File: config.mk
export PLATFORM = sky130hd
export DESIGN_NAME = uart_tx_cfg
export DESIGN_NICKNAME = d
export VERILOG_FILES = /design/src/rtl/uart_pkg.sv /design/src/rtl/uart_tx_fifo.sv /design/src/rtl/uart_tx_cfg.sv
export SDC_FILE = /design/constraint.sdc
export NUM_CORES = 1
export LEC_CHECK = 0
export BUFFER_PORTS_ARGS = -buffer_cell sky130_fd_sc_hd__buf_2
export CORE_MARGIN = 2
export CORE_UTILIZATION = 40
export DETAILED_ROUTE_END_ITERATION = 7
export GPL_ROUTABILITY_DRIVEN = 0
export PLACE_DENSITY = 0.66
export SLEW_MARGIN = 0
export SYNTH_ARGS = -nofsm -noshare
export SYNTH_HDL_FRONTEND = slang
export SYNTH_SLANG_ARGS = --single-unit
File: constraint.sdc
create_clock -name clk -period 7.05 [get_ports clk]
set_input_delay 1.41 -clock clk [delete_from_list [all_inputs] [get_ports clk]]
set_output_delay 1.41 -clock clk [all_outputs]
set_load 0.02 [all_outputs]
File: src/rtl/uart_pkg.sv
// uart_pkg: shared types and helpers for the configurable UART transmitter.
//   tx_state_e - transmitter FSM state encoding
//   PAR_*      - parity-mode codes as seen on i_Parity (2'b11 also means none)
//   data_len   - maps the 2-bit data-length code to a bit count of 5..8
package uart_pkg;

    typedef enum logic [2:0] {
        StIdle   = 3'd0,
        StStart  = 3'd1,
        StData   = 3'd2,
        StParity = 3'd3,
        StStop   = 3'd4
    } tx_state_e;

    localparam logic [1:0] PAR_NONE = 2'b00;
    localparam logic [1:0] PAR_EVEN = 2'b01;
    localparam logic [1:0] PAR_ODD  = 2'b10;

    function automatic logic [3:0] data_len(input logic [1:0] code);
        return 4'd5 + {2'b00, code};
    endfunction

endpackage

File: src/rtl/uart_tx_fifo.sv
// uart_tx_fifo: single-clock byte FIFO feeding the transmitter.
//   clk, i_Rst_L  - clock, asynchronous active-low reset
//   i_push        - write i_wdata (ignored when full)
//   i_pop         - drop the head entry (ignored when empty)
//   o_rdata       - head entry, valid while !o_empty
//   o_full/o_empty/o_count - occupancy status, o_count is 0..FIFO_DEPTH
module uart_tx_fifo #(
    parameter int FIFO_DEPTH = 4,
    parameter int CNT_W      = $clog2(FIFO_DEPTH) + 1
) (
    input  logic             clk,
    input  logic             i_Rst_L,
    input  logic             i_push,
    input  logic             i_pop,
    input  logic [7:0]       i_wdata,
    output logic [7:0]       o_rdata,
    output logic             o_full,
    output logic             o_empty,
    output logic [CNT_W-1:0] o_count
);

    localparam int PTR_W = $clog2(FIFO_DEPTH);

    logic [7:0]       r_mem [FIFO_DEPTH];
    logic [PTR_W-1:0] r_wptr;
    logic [PTR_W-1:0] r_rptr;
    logic [CNT_W-1:0] r_count;
    logic             w_do_push;
    logic             w_do_pop;

    assign o_full    = (r_count == CNT_W'(FIFO_DEPTH));
    assign o_empty   = (r_count == '0);
    assign o_count   = r_count;
    assign o_rdata   = r_mem[r_rptr];
    assign w_do_push = i_push && !o_full;
    assign w_do_pop  = i_pop && !o_empty;

    // Storage carries no reset; only the pointers define valid contents.
    always_ff @(posedge clk) begin
        if (w_do_push) begin
            r_mem[r_wptr] <= i_wdata;
        end
    end

    // Power-of-two depth lets the pointers wrap by plain overflow.
    always_ff @(posedge clk or negedge i_Rst_L) begin
        if (!i_Rst_L) begin
            r_wptr  <= '0;
            r_rptr  <= '0;
            r_count <= '0;
        end else begin
            if (w_do_push) r_wptr <= r_wptr + PTR_W'(1);
            if (w_do_pop)  r_rptr <= r_rptr + PTR_W'(1);
            case ({w_do_push, w_do_pop})
                2'b10:   r_count <= r_count + CNT_W'(1);
                2'b01:   r_count <= r_count - CNT_W'(1);
                default: r_count <= r_count;
            endcase
        end
    end

endmodule

File: src/rtl/uart_tx_cfg.sv
// uart_tx_cfg: runtime-configurable UART transmitter with input FIFO.
//   clk, i_Rst_L     - clock, asynchronous active-low reset
//   i_Clks_Per_Bit   - bit period in clocks (0 and 1 behave as 2)
//   i_Data_Bits      - 5..8 data bits, i_Parity - none/even/odd, i_Two_Stop - 2 stop bits
//   i_TX_DV/i_TX_Byte - byte write strobe and data
//   o_TX_Ready, o_Fifo_Count, o_Overflow - FIFO status, dropped-write pulse
//   o_TX_Active, o_TX_Serial, o_TX_Done - frame in progress, line, end-of-frame pulse
// Configuration is sampled at the pop that starts each frame.
module uart_tx_cfg
    import uart_pkg::*;
#(
    parameter int DIV_W      = 16,
    parameter int FIFO_DEPTH = 4,
    parameter int CNT_W      = $clog2(FIFO_DEPTH) + 1
) (
    input  logic             clk,
    input  logic             i_Rst_L,
    input  logic [DIV_W-1:0] i_Clks_Per_Bit,
    input  logic [1:0]       i_Data_Bits,
    input  logic [1:0]       i_Parity,
    input  logic             i_Two_Stop,
    input  logic             i_TX_DV,
    input  logic [7:0]       i_TX_Byte,
    output logic             o_TX_Ready,
    output logic [CNT_W-1:0] o_Fifo_Count,
    output logic             o_Overflow,
    output logic             o_TX_Active,
    output logic             o_TX_Serial,
    output logic             o_TX_Done
);

    tx_state_e        r_state, w_state_d;
    logic [DIV_W-1:0] r_clk_cnt, w_clk_cnt_d;
    logic [DIV_W-1:0] r_div;
    logic [2:0]       r_bit_idx, w_bit_idx_d;
    logic [2:0]       r_last_idx;
    logic             r_stop_cnt, w_stop_cnt_d;
    logic [7:0]       r_data;
    logic             r_par_en, r_par_bit, r_two_stop;
    logic             r_overflow;

    logic             w_full, w_empty, w_push, w_pop, w_done, w_bit_end, w_serial;
    logic [7:0]       w_rdata, w_mask;
    logic [DIV_W-1:0] w_div_clamped;

    assign w_push        = i_TX_DV && !w_full;
    assign w_div_clamped = (i_Clks_Per_Bit < DIV_W'(2)) ? DIV_W'(2) : i_Clks_Per_Bit;
    assign w_mask        = 8'hFF >> (4'd8 - data_len(i_Data_Bits));
    assign w_bit_end     = (r_clk_cnt == r_div - DIV_W'(1));

    uart_tx_fifo #(
        .FIFO_DEPTH (FIFO_DEPTH),
        .CNT_W      (CNT_W)
    ) u_fifo (
        .clk     (clk),
        .i_Rst_L (i_Rst_L),
        .i_push  (w_push),
        .i_pop   (w_pop),
        .i_wdata (i_TX_Byte),
        .o_rdata (w_rdata),
        .o_full  (w_full),
        .o_empty (w_empty),
        .o_count (o_Fifo_Count)
    );

    always_comb begin
        w_state_d    = r_state;
        w_clk_cnt_d  = r_clk_cnt + DIV_W'(1);
        w_bit_idx_d  = r_bit_idx;
        w_stop_cnt_d = r_stop_cnt;
        w_pop        = 1'b0;
        w_done       = 1'b0;
        case (r_state)
            StIdle: begin
                w_clk_cnt_d = '0;
                if (!w_empty) begin
                    w_pop     = 1'b1;
                    w_state_d = StStart;
                end
            end
            StStart: begin
                if (w_bit_end) begin
                    w_clk_cnt_d = '0;
                    w_bit_idx_d = '0;
                    w_state_d   = StData;
                end
            end
            StData: begin
                if (w_bit_end) begin
                    w_clk_cnt_d = '0;
                    if (r_bit_idx == r_last_idx) begin
                        w_stop_cnt_d = 1'b0;
                        w_state_d    = r_par_en ? StParity : StStop;
                    end else begin
                        w_bit_idx_d = r_bit_idx + 3'd1;
                    end
                end
            end
            StParity: begin
                if (w_bit_end) begin
                    w_clk_cnt_d  = '0;
                    w_stop_cnt_d = 1'b0;
                    w_state_d    = StStop;
                end
            end
            StStop: begin
                if (w_bit_end) begin
                    w_clk_cnt_d = '0;
                    if (r_two_stop && !r_stop_cnt) begin
                        w_stop_cnt_d = 1'b1;
                    end else begin
                        w_done = 1'b1;
                        // Chain straight into the next frame when data is waiting.
                        if (!w_empty) begin
                            w_pop     = 1'b1;
                            w_state_d = StStart;
                        end else begin
                            w_state_d = StIdle;
                        end
                    end
                end
            end
            default: begin
                w_clk_cnt_d = '0;
                w_state_d   = StIdle;
            end
        endcase
    end

    always_comb begin
        w_serial = 1'b1;
        case (r_state)
            StStart:  w_serial = 1'b0;
            StData:   w_serial = r_data[r_bit_idx];
            StParity: w_serial = r_par_bit;
            default:  w_serial = 1'b1;
        endcase
    end

    always_ff @(posedge clk or negedge i_Rst_L) begin
        if (!i_Rst_L) begin
            r_state    <= StIdle;
            r_clk_cnt  <= '0;
            r_bit_idx  <= '0;
            r_stop_cnt <= 1'b0;
            r_div      <= DIV_W'(2);
            r_last_idx <= 3'd7;
            r_data     <= '0;
            r_par_en   <= 1'b0;
            r_par_bit  <= 1'b0;
            r_two_stop <= 1'b0;
            r_overflow <= 1'b0;
        end else begin
            r_state    <= w_state_d;
            r_clk_cnt  <= w_clk_cnt_d;
            r_bit_idx  <= w_bit_idx_d;
            r_stop_cnt <= w_stop_cnt_d;
            r_overflow <= i_TX_DV && w_full;
            if (w_pop) begin
                r_div      <= w_div_clamped;
                r_last_idx <= 3'(data_len(i_Data_Bits) - 4'd1);
                r_data     <= w_rdata;
                r_par_en   <= (i_Parity == PAR_EVEN) || (i_Parity == PAR_ODD);
                // Even parity is the plain XOR of the sent bits; odd inverts it.
                r_par_bit  <= (^(w_rdata & w_mask)) ^ (i_Parity == PAR_ODD);
                r_two_stop <= i_Two_Stop;
            end
        end
    end

    assign o_TX_Serial = w_serial;
    assign o_TX_Active = (r_state != StIdle);
    assign o_TX_Done   = w_done;
    assign o_TX_Ready  = !w_full;
    assign o_Overflow  = r_overflow;

endmodule
==> results of run 1 <==
logic make-up (layout without fill, tap and decap cells):
kind of cell / after synthesis / count (layout)
simple gates: 131 / 131
flops: 93 / 93
xor+xnor: 53 / 53
mux: 45 / 45
buf+inv: 39 / 73
compound gates: 36 / 36
fa+ha+maj: 14 / 14
layout make-up:
| cell class | count | area share, % |
|---|---|---|
| sequential | 93 | 44.5 |
| timing repair buffer | 40 | 3.62 |
| tap | 172 | 3.84 |
| clock inverter | 7 | 1.25 |
| clock buffer | 9 | 4.02 |
| inverter | 17 | 1.14 |
| multi-input combinational | 279 | 41.6 |
sequential cells by signal, summed over array words and instances (netlist names), 2 cells and up:
signal / count
u_fifo.r_rptr: 2
r_data: 8
r_clk_cnt: 16
r_state: 3
r_div: 16
r_last_idx: 3
r_bit_idx: 3
u_fifo.r_wptr: 2
u_fifo.o_count: 3
u_fifo.r_mem: 32
power by group:
group / internal (mW) / total, mW / leakage, nW / switching, mW
Sequential: 0.738 / 0.929 / 1.04 / 0.191
Combinational: 0.454 / 0.834 / 1.19 / 0.380
Clock: 0.251 / 0.474 / 0.144 / 0.223
Total: 1.44 / 2.24 / 2.38 / 0.794
metal layers:
layer	GRT usage, %	share of wire, %	vias to the layer above
li1	-	-	1516
met1	20.9	46	1562
met2	25.0	48	57
met3	2.91	4.0	11
met4	5.48	1.4	0
met5	0	0	-
worst max-delay path, stage by stage, from the launching register on:
cell and delay [ns]:
dfstp_2 0.55, inv_1 0.06, ha_1 0.29, or4b_1 0.49, nand3b_1 0.12, or4_1 0.42, a32oi_1 0.21, o2111ai_1 0.20
nor3_1 0.80, and4_1 0.31, buf_2 0.17
path summary, 6_finish.rpt:
check | slack (ns) | cells after the start | endpoint | from
worst max-delay path | 1.68 | 10 | o_TX_Done | r_div[1]
worst min-delay path | 0.52 | 1 | r_data[0] | r_data[0]
worst max register to register | 2.18 | 16 | u_fifo.o_count[2] | r_div[0]
worst min register to register | 0.52 | 1 | r_data[0] | r_data[0]
max in group asynchronous | 5.32 | 2 | r_div[9] | i_Rst_L
min in group asynchronous | 1.23 | 2 | r_clk_cnt[5] | i_Rst_L
per-stage QoR:
stage,hold WS [ns],instances,power [mW],area (um2)
2_1_floorplan,0.476,411,1.61,5040
3_3_place_gp,0.496,601,1.74,5310
3_5_place_dp,0.494,601,1.78,5310
4_1_cts,0.514,617,2.26,5600
5_1_grt,0.537,617,2.39,5600
6_report,0.517,617,2.24,5600
cell usage in the layout, fill, tap and decap left out, drive strengths merged, types with 11 or more instances in the layout:
master,synthesis,layout
dfrtp,57,57
nor2,34,34
buf,12,40
ha,13,13
nand3,12,12
nand2,25,25
xor2,22,22
edfxtp,32,32
inv,17,22
xnor2,31,31
mux2,29,29
nor3,11,11
==> impl_metrics.json, run 1 <==
{
  "outcome": "finished clean",
  "setup_viol_count_final": 0,
  "synth_async_sr_flop_share_pct": 65.6,
  "seq_area_frac_synth_pct": 49.4,
  "synth_xor_area_share_pct": 9.20,
  "synth_top_area_share_pct": 28.3,
  "slew_headroom_pct": 23.9,
  "ys_warn_count": 0,
  "pre_cts_ws_ns": 2.08,
  "hold_path.class": "flip-flop to flip-flop",
  "cts.sinks": 93,
  "ys_ff_latch": 93,
  "min_period_ns": 5.37,
  "skew_ns": 0.00939,
  "drv_slew": 0,
  "antenna_found_initial": 0,
  "drc": 0,
  "synth_edf_count": 32,
  "syn_nets": 457,
  "cts_made_buffers": 9,
  "wl_per_cell_um": 15.3,
  "p_leak_nw": 2.38,
  "grt_pass1_wl_mm": 16.1,
  "synth_compound_area_share_pct": 5.33,
  "worst_slew_pin_slew_ns": 1.14,
  "hpwl_mm": 6.76,
  "hold_violations": 0,
  "synth_top_cells_by_count": "dfrtp_1, nor2_1, edfxtp_1, xnor2_1",
  "multiInputGateArea_um2": 2330,
  "setup_ws_ns": 1.68,
  "max-vdd-ir-drop_uv": 230,
  "tritoncts": "built",
  "drtIter0Drc": 130,
  "path_class": "flip-flop to primary output",
  "routed_wl_mm": 9.44,
  "power_density_nw_per_um2": 400,
  "die_h_um": 116,
  "grt_setup_unrepaired": "false",
  "crit_fanout": 11,
  "fin_util_pct": 44.9,
  "num-nets-final": 486,
  "synthTopCellsByArea": "dfrtp_1, edfxtp_1, mux2_4",
  "core_um2": 12500,
  "crit_path_end_kind": "primary output",
  "path_clk_slew_ns": 0.07,
  "die_area_um2": 13500,
  "io_pins": 40,
  "crit_arrival_ns": 3.96,
  "via_per_inst": 5.10,
  "yosys.area_share.simple_pct": 14.0,
  "worstSkewPairLatency_ns": 0.35,
  "max_cap_viol_count": 0,
  "start_kind": "flip-flop",
  "die_x_um": 116,
  "final.setup.tns_ns": 0,
  "cts-resized-gates": 0,
  "drtAntennaViolNets": 0,
  "cts_buffer_depth": 2,
  "cp_data_required_time_ns": 5.64,
  "vias": 3146,
  "htreeDepth": 3,
  "grt_max_degree": 62,
  "portBuffers": 39,
  "muxShareOfSynthArea_pct": 14.0,
  "syn_to_final_growth_pct": 11.0,
  "post-synth-top-count-cell": "dfrtp_1",
  "dr.pass1.iters": 4,
  "syn_area_um2": 5040,
  "post_cts_buffers": 0,
  "postCtsHoldBufs": 0,
  "synth_fa_ha_area_share_pct": 3.62,
  "diodes": 0,
  "drive_gt1_share_pct": 24.9,
  "synth_top_family_by_area": "simple AND/OR/NAND/NOR gates",
  "start_util_pct": 40.5,
  "grt_usage_pct": 15.4,
  "rows": 41,
  "ys_types": 61,
  "syn_inst": 411,
  "avgSynthCellArea_um2": 12.3,
  "seqCellArea_um2": 2490,
  "grt_pass1_vias": 3265,
  "max_freq_mhz": 186,
  "synth_area_leader_cell": "dfrtp_1",
  "finalCritPeriodShare_pct": 76.2,
  "clockRootBuffer": "clkbuf_16",
  "n_fill_cell": 1138,
  "gr-total-overflow": 0,
  "ys_dominant_reg_cell": "dfrtp_1"
}
Note: power is estimated with default switching activity, not from simulation.
==> run 2, diff against run 1 <==
--- a/config.mk
+++ b/config.mk
@@ -5,12 +5,13 @@
 export SDC_FILE = /design/constraint.sdc
 export NUM_CORES = 1
 export LEC_CHECK = 0
+export ABC_AREA = 1
 export BUFFER_PORTS_ARGS = -buffer_cell sky130_fd_sc_hd__buf_2
 export CORE_MARGIN = 2
 export CORE_UTILIZATION = 40
 export DETAILED_ROUTE_END_ITERATION = 7
 export GPL_ROUTABILITY_DRIVEN = 0
-export PLACE_DENSITY = 0.66
+export PLACE_DENSITY = 0.68
 export SLEW_MARGIN = 0
 export SYNTH_ARGS = -nofsm -noshare
 export SYNTH_HDL_FRONTEND = slang
==> constraint.sdc (replaced) <==
create_clock -name clk -period 4.6 [get_ports clk]
set_input_delay 0.92 -clock clk [delete_from_list [all_inputs] [get_ports clk]]
set_output_delay 0.92 -clock clk [all_outputs]
set_load 0.02 [all_outputs]
==> run 2 against run 1 <==
Effect of this change:
- combinational power rose by 120%
- worst hold slack lost 0.045 ns
- sequential power up 49%
- first-iteration DRC count rose by 130%
- die area rose by 3.9%
- critical path type unchanged
- synthesized area grew 4.1%
- utilization up 1.6 points
- global-route usage grew 2.3 points
- setup slack got worse by 0.49 ns
- critical endpoint unchanged
- clock-buffer cell count up 1
- register-to-register slack got worse by 0.90 ns
==> impl_metrics.json, run 2 <==
{
  "largest_reg_flops": 32,
  "critPathMaxStageDelay_ns": 0.40,
  "via_per_inst": 5.07,
  "hold_ws_ns": 0.472,
  "antenna_found_initial": 0,
  "synth_area_leader_cell": "dfrtp_1",
  "cp_top_family": "simple AND/OR/NAND/NOR gates",
  "die_x_um": 119,
  "syn_to_final_growth_pct": 12.6,
  "routed_wl_mm": 12.1,
  "grt_setup_unrepaired": "false",
  "htreeDepth": 3,
  "portBuffers": 39,
  "cts-resized-gates": 0,
  "cts_buffer_depth": 2,
  "max-vdd-ir-drop_uv": 317,
  "syn_inst": 650,
  "outcome": "finished clean",
  "synth_async_sr_flop_share_pct": 65.6,
  "dr.pass1.iters": 5,
  "io_pins": 40,
  "top_regs": "u_fifo.r_mem: 32 flops, r_clk_cnt: 16 flops, r_div: 16 flops",
  "worstSetupStartpoint": "r_div[0]",
  "p_leak_nw": 2.76,
  "crit_arrival_ns": 2.50,
  "hold_path.class": "flip-flop to flip-flop",
  "syn_area_um2": 5250,
  "critical_path_buf_inv_count": 2,
  "cp_data_required_time_ns": 3.68,
  "grt_usage_pct": 17.7,
  "worstSkewPairLatency_ns": 0.34,
  "synth_top_area_share_pct": 27.2,
  "wl_per_cell_um": 13.9,
  "path_depth": 11,
  "max_freq_mhz": 293,
  "whs_endpoint": "r_data[2]",
  "num-nets-final": 738,
  "avgSynthCellArea_um2": 8.08,
  "ys_warn_count": 0,
  "rows": 41,
  "layout_common_cells": "nand2_1, nor2_1, inv_1",
  "power_mw": 3.97,
  "final_common_cell": "nand2_1",
  "slew_headroom_pct": 45.9,
  "path_clk_slew_ns": 0.07,
  "r2r-end": "u_fifo.o_count[2]",
  "ys_types": 44,
  "n_fill_cell": 1282,
  "post_cts_buffers": 0,
  "rrSetupSlack_ns": 1.28,
  "cts.sinks": 93,
  "postCtsHoldBufs": 0,
  "grt_pass1_wl_mm": 20.1,
  "die_area_um2": 14100,
  "final.setup.tns_ns": 0,
  "max_cap_viol_count": 0,
  "hold_violations": 0,
  "core_um2": 12700,
  "hold_start": "r_data[2]",
  "setup_ws_ns": 1.18,
  "power_density_nw_per_um2": 671,
  "grt_max_degree": 38,
  "min_period_ns": 3.42,
  "top_register": "u_fifo.r_mem",
  "drtIter0Drc": 299,
  "seq_area_frac_synth_pct": 47.5,
  "drtAntennaViolNets": 0,
  "start_util_pct": 41.3,
  "rr_worst_depth": 18,
  "drc": 0,
  "pre_cts_ws_ns": 1.30,
  "start_kind": "flip-flop",
  "worst_slew_pin_slew_ns": 0.808,
  "synth_top_cells_by_count": "nand2_1, nor2_1, inv_1, dfrtp_1, o21ai_0",
  "drive_gt1_share_pct": 12.1,
  "tritoncts": "built",
  "seqCellArea_um2": 2490,
  "setup_viol_count_final": 0,
  "syn_nets": 696,
  "crit_path_end_kind": "primary output",
  "r2r_start": "r_div[0]",
  "synthTopCellsByArea": "dfrtp_1, edfxtp_1, nand2_1",
  "finalCritPeriodShare_pct": 74.3,
  "hpwl_mm": 9.21,
  "grt_pass1_vias": 4318,
  "path_class": "flip-flop to primary output",
  "diodes": 0,
  "cp_common_cell": "nor2_1",
  "multiInputGateArea_um2": 2430,
  "crit_fanout": 6,
  "vias": 4403,
  "clockRootBuffer": "clkbuf_16",
  "cpMaxStageDelayCell": "dfrtp_1",
  "cts_made_buffers": 9,
  "skew_ns": 0.00680,
  "drv_slew": 0,
  "ys_ff_latch": 93,
  "die_h_um": 119,
  "path_cells": "inv_2 -> ha_1 -> nand2_1 -> nor2_1 -> nand3_1 -> nor2_1 -> o21ai_0 -> nor3_1 -> nand4_1 -> nor2_1 -> buf_2",
  "ys_dominant_reg_cell": "dfrtp_1",
  "post-synth-top-count-cell": "nand2_1",
  "gr-total-overflow": 0,
  "worstHoldPathCells": 2,
  "synth_edf_count": 32
}
==> run 2: layout make-up <==
cell class	instances	share of cell area, %
Clock inverter	6	1.16
Inverter	69	4.42
Timing Repair Buffer	40	3.43
Multi-Input combinational cell	479	41.2
Clock buffer	10	4.04
Tap cell	172	3.64
Sequential cell	93	42.1
==> run 2: worst max path at each step <==
stage                        end  slack (ns)
3_3_place_gp   u_fifo.o_count[2]        1.45
6_report               o_TX_Done        1.18
5_1_grt        u_fifo.o_count[2]        1.01
2_1_floorplan  u_fifo.o_count[2]        1.69
4_1_cts                o_TX_Done        1.21
3_5_place_dp   u_fifo.o_count[2]        1.30
==> run 2: worst reg2reg max path: cells and delay by family, from the launching register on <==
| kind | cells | cell delay (ns) |
|---|---|---|
| simple gates | 9 | 1.31 |
| compound gates | 2 | 0.25 |
| flops | 1 | 0.40 |
| xor+xnor | 1 | 0.15 |
| buf+inv | 3 | 0.23 |
| fa+ha+maj | 3 | 0.85 |
==> run 2: cells by family after synthesis <==
group,synth area share [%]
adders and majority gates,3.48
DFF,47.5
and+or+nand+nor,30.4
buffers and inverters,6.17
AOI/OAI and AO/OA,7.39
xor gates and xnor gates,5.15
==> run 2: layer usage <==
metal  track usage [%]  part of all wire [%]  up-vias
li1                  -                     -     2197
met1              22.6                    45     2057
met2              29.3                    47      122
met3              2.41                   4.3       27
met4              9.08                   2.8        0
met5                 0                     0        -
==> run 2: stage by stage <==
step,utilization [%],instance area (um2),std cells
after floorplan,-,5250,650
after global placement,44.1,5610,853
after detailed placement,44.1,5610,853
after CTS,46.5,5910,869
after global routing,46.5,5910,869
final,46.5,5910,869
==> run 2: power breakdown <==
group	internal [mW]	switching [mW]	total (mW)
combinational	0.602	1.23	1.83
clock	0.440	0.320	0.760
sequential	1.14	0.245	1.38
==> run 3, diff against run 2 <==
==> constraint.sdc (replaced) <==
create_clock -name clk -period 2.85 [get_ports clk]
set_input_delay 0.57 -clock clk [delete_from_list [all_inputs] [get_ports clk]]
set_output_delay 0.57 -clock clk [all_outputs]
set_load 0.02 [all_outputs]
==> run 3 against run 2 <==
Effect of this change:
- the flow now finishes with violations (negative setup slack)
- die area stayed put
- critical path depth is 1 lower
- sequential share of layout area is 1.7 points lower
- largest power group unchanged
- critical path type unchanged
- worst hold slack worse by 0.30 ns
==> impl_metrics.json, run 3 (same netlist as run 2, synthesis figures left out) <==
{
  "outcome": "complete, but fails checks",
  "violations": "negative setup slack",
  "endpoint": "o_TX_Done",
  "largest_reg_flops": 32,
  "min_period_ns": 2.92,
  "max_freq_mhz": 343,
  "gr-total-overflow": 0,
  "dpl_cell_area_um2": 5690,
  "r2r_start": "r_div[0]",
  "p_comb_share_pct": 48.6,
  "final.setup.tns_ns": -0.0676,
  "cp_common_cell": "nand4_1",
  "portBuffers": 39,
  "top_register": "u_fifo.r_mem",
  "stdcell_count": 884,
  "grt_setup_unrepaired": "true",
  "cts.sinks": 93,
  "max-vdd-ir-drop_uv": 454,
  "core_um2": 12700,
  "finalCritPeriodShare_pct": 102,
  "path_cells": "inv_2 -> ha_4 -> or2_2 -> nand4_1 -> a21oi_1 -> nand4_1 -> nor3_2 -> nand4_1 -> nor2_2 -> buf_6",
  "top_regs": "u_fifo.r_mem: 32 flops, r_clk_cnt: 16 flops, r_div: 16 flops",
  "rr_worst_depth": 18,
  "postCtsHoldBufs": 0,
  "drtAntennaViolNets": 0,
  "p_int_mw": 3.76,
  "hold_path.class": "primary input to asynchronous set/reset pin",
  "power_mw": 6.85,
  "cts_made_buffers": 9,
  "die_x_um": 119,
  "grt_pass1_vias": 4427,
  "max_cap_viol_count": 0,
  "slew_headroom_pct": 48.1,
  "syn_to_final_growth_pct": 17.3,
  "drtIter0Drc": 337,
  "cts_buffer_depth": 2,
  "cpMaxStageDelayCell": "dfstp_2",
  "vias": 4561,
  "diodes": 0,
  "htreeDepth": 3,
  "path_clk_slew_ns": 0.07,
  "worstSetupStartpoint": "r_div[1]",
  "die_area_um2": 14100,
  "critPathMaxStageDelay_ns": 0.54,
  "hpwl_mm": 9.62,
  "layout_common_cells": "nand2_1, nor2_1, inv_1",
  "setup_ws_ns": -0.0676,
  "tritoncts": "built",
  "io_pins": 40,
  "r2r-end": "u_fifo.o_count[2]",
  "wl_per_cell_um": 14.4,
  "antenna_found_initial": 0,
  "fin_util_pct": 48.4,
  "crit_arrival_ns": 2.35,
  "power.share.clock_pct": 18.9,
  "p_leak_nw": 2.84,
  "worstSkewPairLatency_ns": 0.35,
  "p_sw_share_pct": 45.1,
  "dp_cells": 861,
  "final_area_um2": 6160,
  "grt_pass1_wl_mm": 21.1,
  "pre_cts_ws_ns": -0.0432,
  "setup_viol_count_final": 1,
  "start_kind": "flip-flop",
  "drive_gt1_share_pct": 17.6,
  "clockRootBuffer": "clkbuf_16",
  "via_per_inst": 5.16,
  "power_density_nw_per_um2": 1110,
  "rows": 41,
  "cp_data_required_time_ns": 2.28,
  "drc": 0,
  "hold_ws_ns": 0.168,
  "routed_wl_mm": 12.7,
  "hold_violations": 0,
  "die_h_um": 119,
  "p_seq_share_pct": 32.5,
  "p_sw_mw": 3.09,
  "crit_fanout": 2,
  "rrSetupSlack_ns": 0.04,
  "path_class": "flip-flop to primary output",
  "final_common_cell": "nand2_1",
  "dr.pass1.iters": 5,
  "num-nets-final": 753,
  "drv_slew": 0,
  "grt_usage_pct": 18.5,
  "worst_slew_pin_slew_ns": 0.775,
  "crit_path_end_kind": "primary output",
  "skew_ns": 0.00833,
  "start_util_pct": 41.3,
  "grt_max_degree": 37
}
-- run 3: cell count changes in the layout (fill, tap and decap cells not counted), sizes merged --
cell / change
buf: +15
clkinv: -2
clkinvlp: +2
bufinv: +1
clkbuf: -1
-- run 3: how the worst min path moves through the flow --
| stage | cells after the start | to | slack (ns) | startpoint |
|---|---|---|---|---|
| after CTS | 1 | r_div[2] | 0.16 | i_Rst_L |
| after global routing | 1 | r_div[3] | 0.19 | i_Rst_L |
| after global placement | 2 | r_data[5] | 0.46 | r_data[5] |
| after detailed placement | 2 | r_data[5] | 0.46 | r_data[5] |
| final | 1 | r_div[3] | 0.17 | i_Rst_L |
| after floorplan | 0 | o_Overflow | 0.27 | i_Rst_L |
-- run 3: what timing repair did --
action / 4_1_cts / 5_1_grt
pin swaps: 5 / 12
resized for setup: 7 / 24
setup buffers: 4 / 3
hold endpoints to repair: 0 / 0
gates cloned: 0 / 0
setup endpoints to repair: 2 / 23
-- run 3: routing by layer --
layer  vias to the layer above  GRT usage (%)  wire, um
li1                       2238              -         -
met1                      2148           23.0      5540
met2                       145           32.0      6260
met3                        30           2.22       572
met4                         0           8.63       328
met5                         -              0         0
-- run 3: power by group through the flow --
stage,Sequential [mW],Combinational [mW],Clock (mW)
3_5_place_dp,2.24,3.08,0
4_1_cts,2.21,3.15,1.32
2_1_floorplan,2.11,2.42,0
5_1_grt,2.29,3.73,1.37
3_3_place_gp,2.21,2.97,0
6_report,2.23,3.33,1.30
-- run 3: worst max-delay path: cells and delay by family, from the launching register on --
kind	cells	cell delay (ns)
compound gates	1	0.15
fa+ha+maj	1	0.26
buf+inv	2	0.18
flops	1	0.54
simple gates	6	0.85
-- run 3: layout make-up --
type	instances	area, um2
multi-input combinational	479	2540
tap	172	215
timing repair buffer	55	322
clock inverter	7	97.6
sequential	93	2490
inverter	69	264
clock buffer	9	225
fill	1226	6560
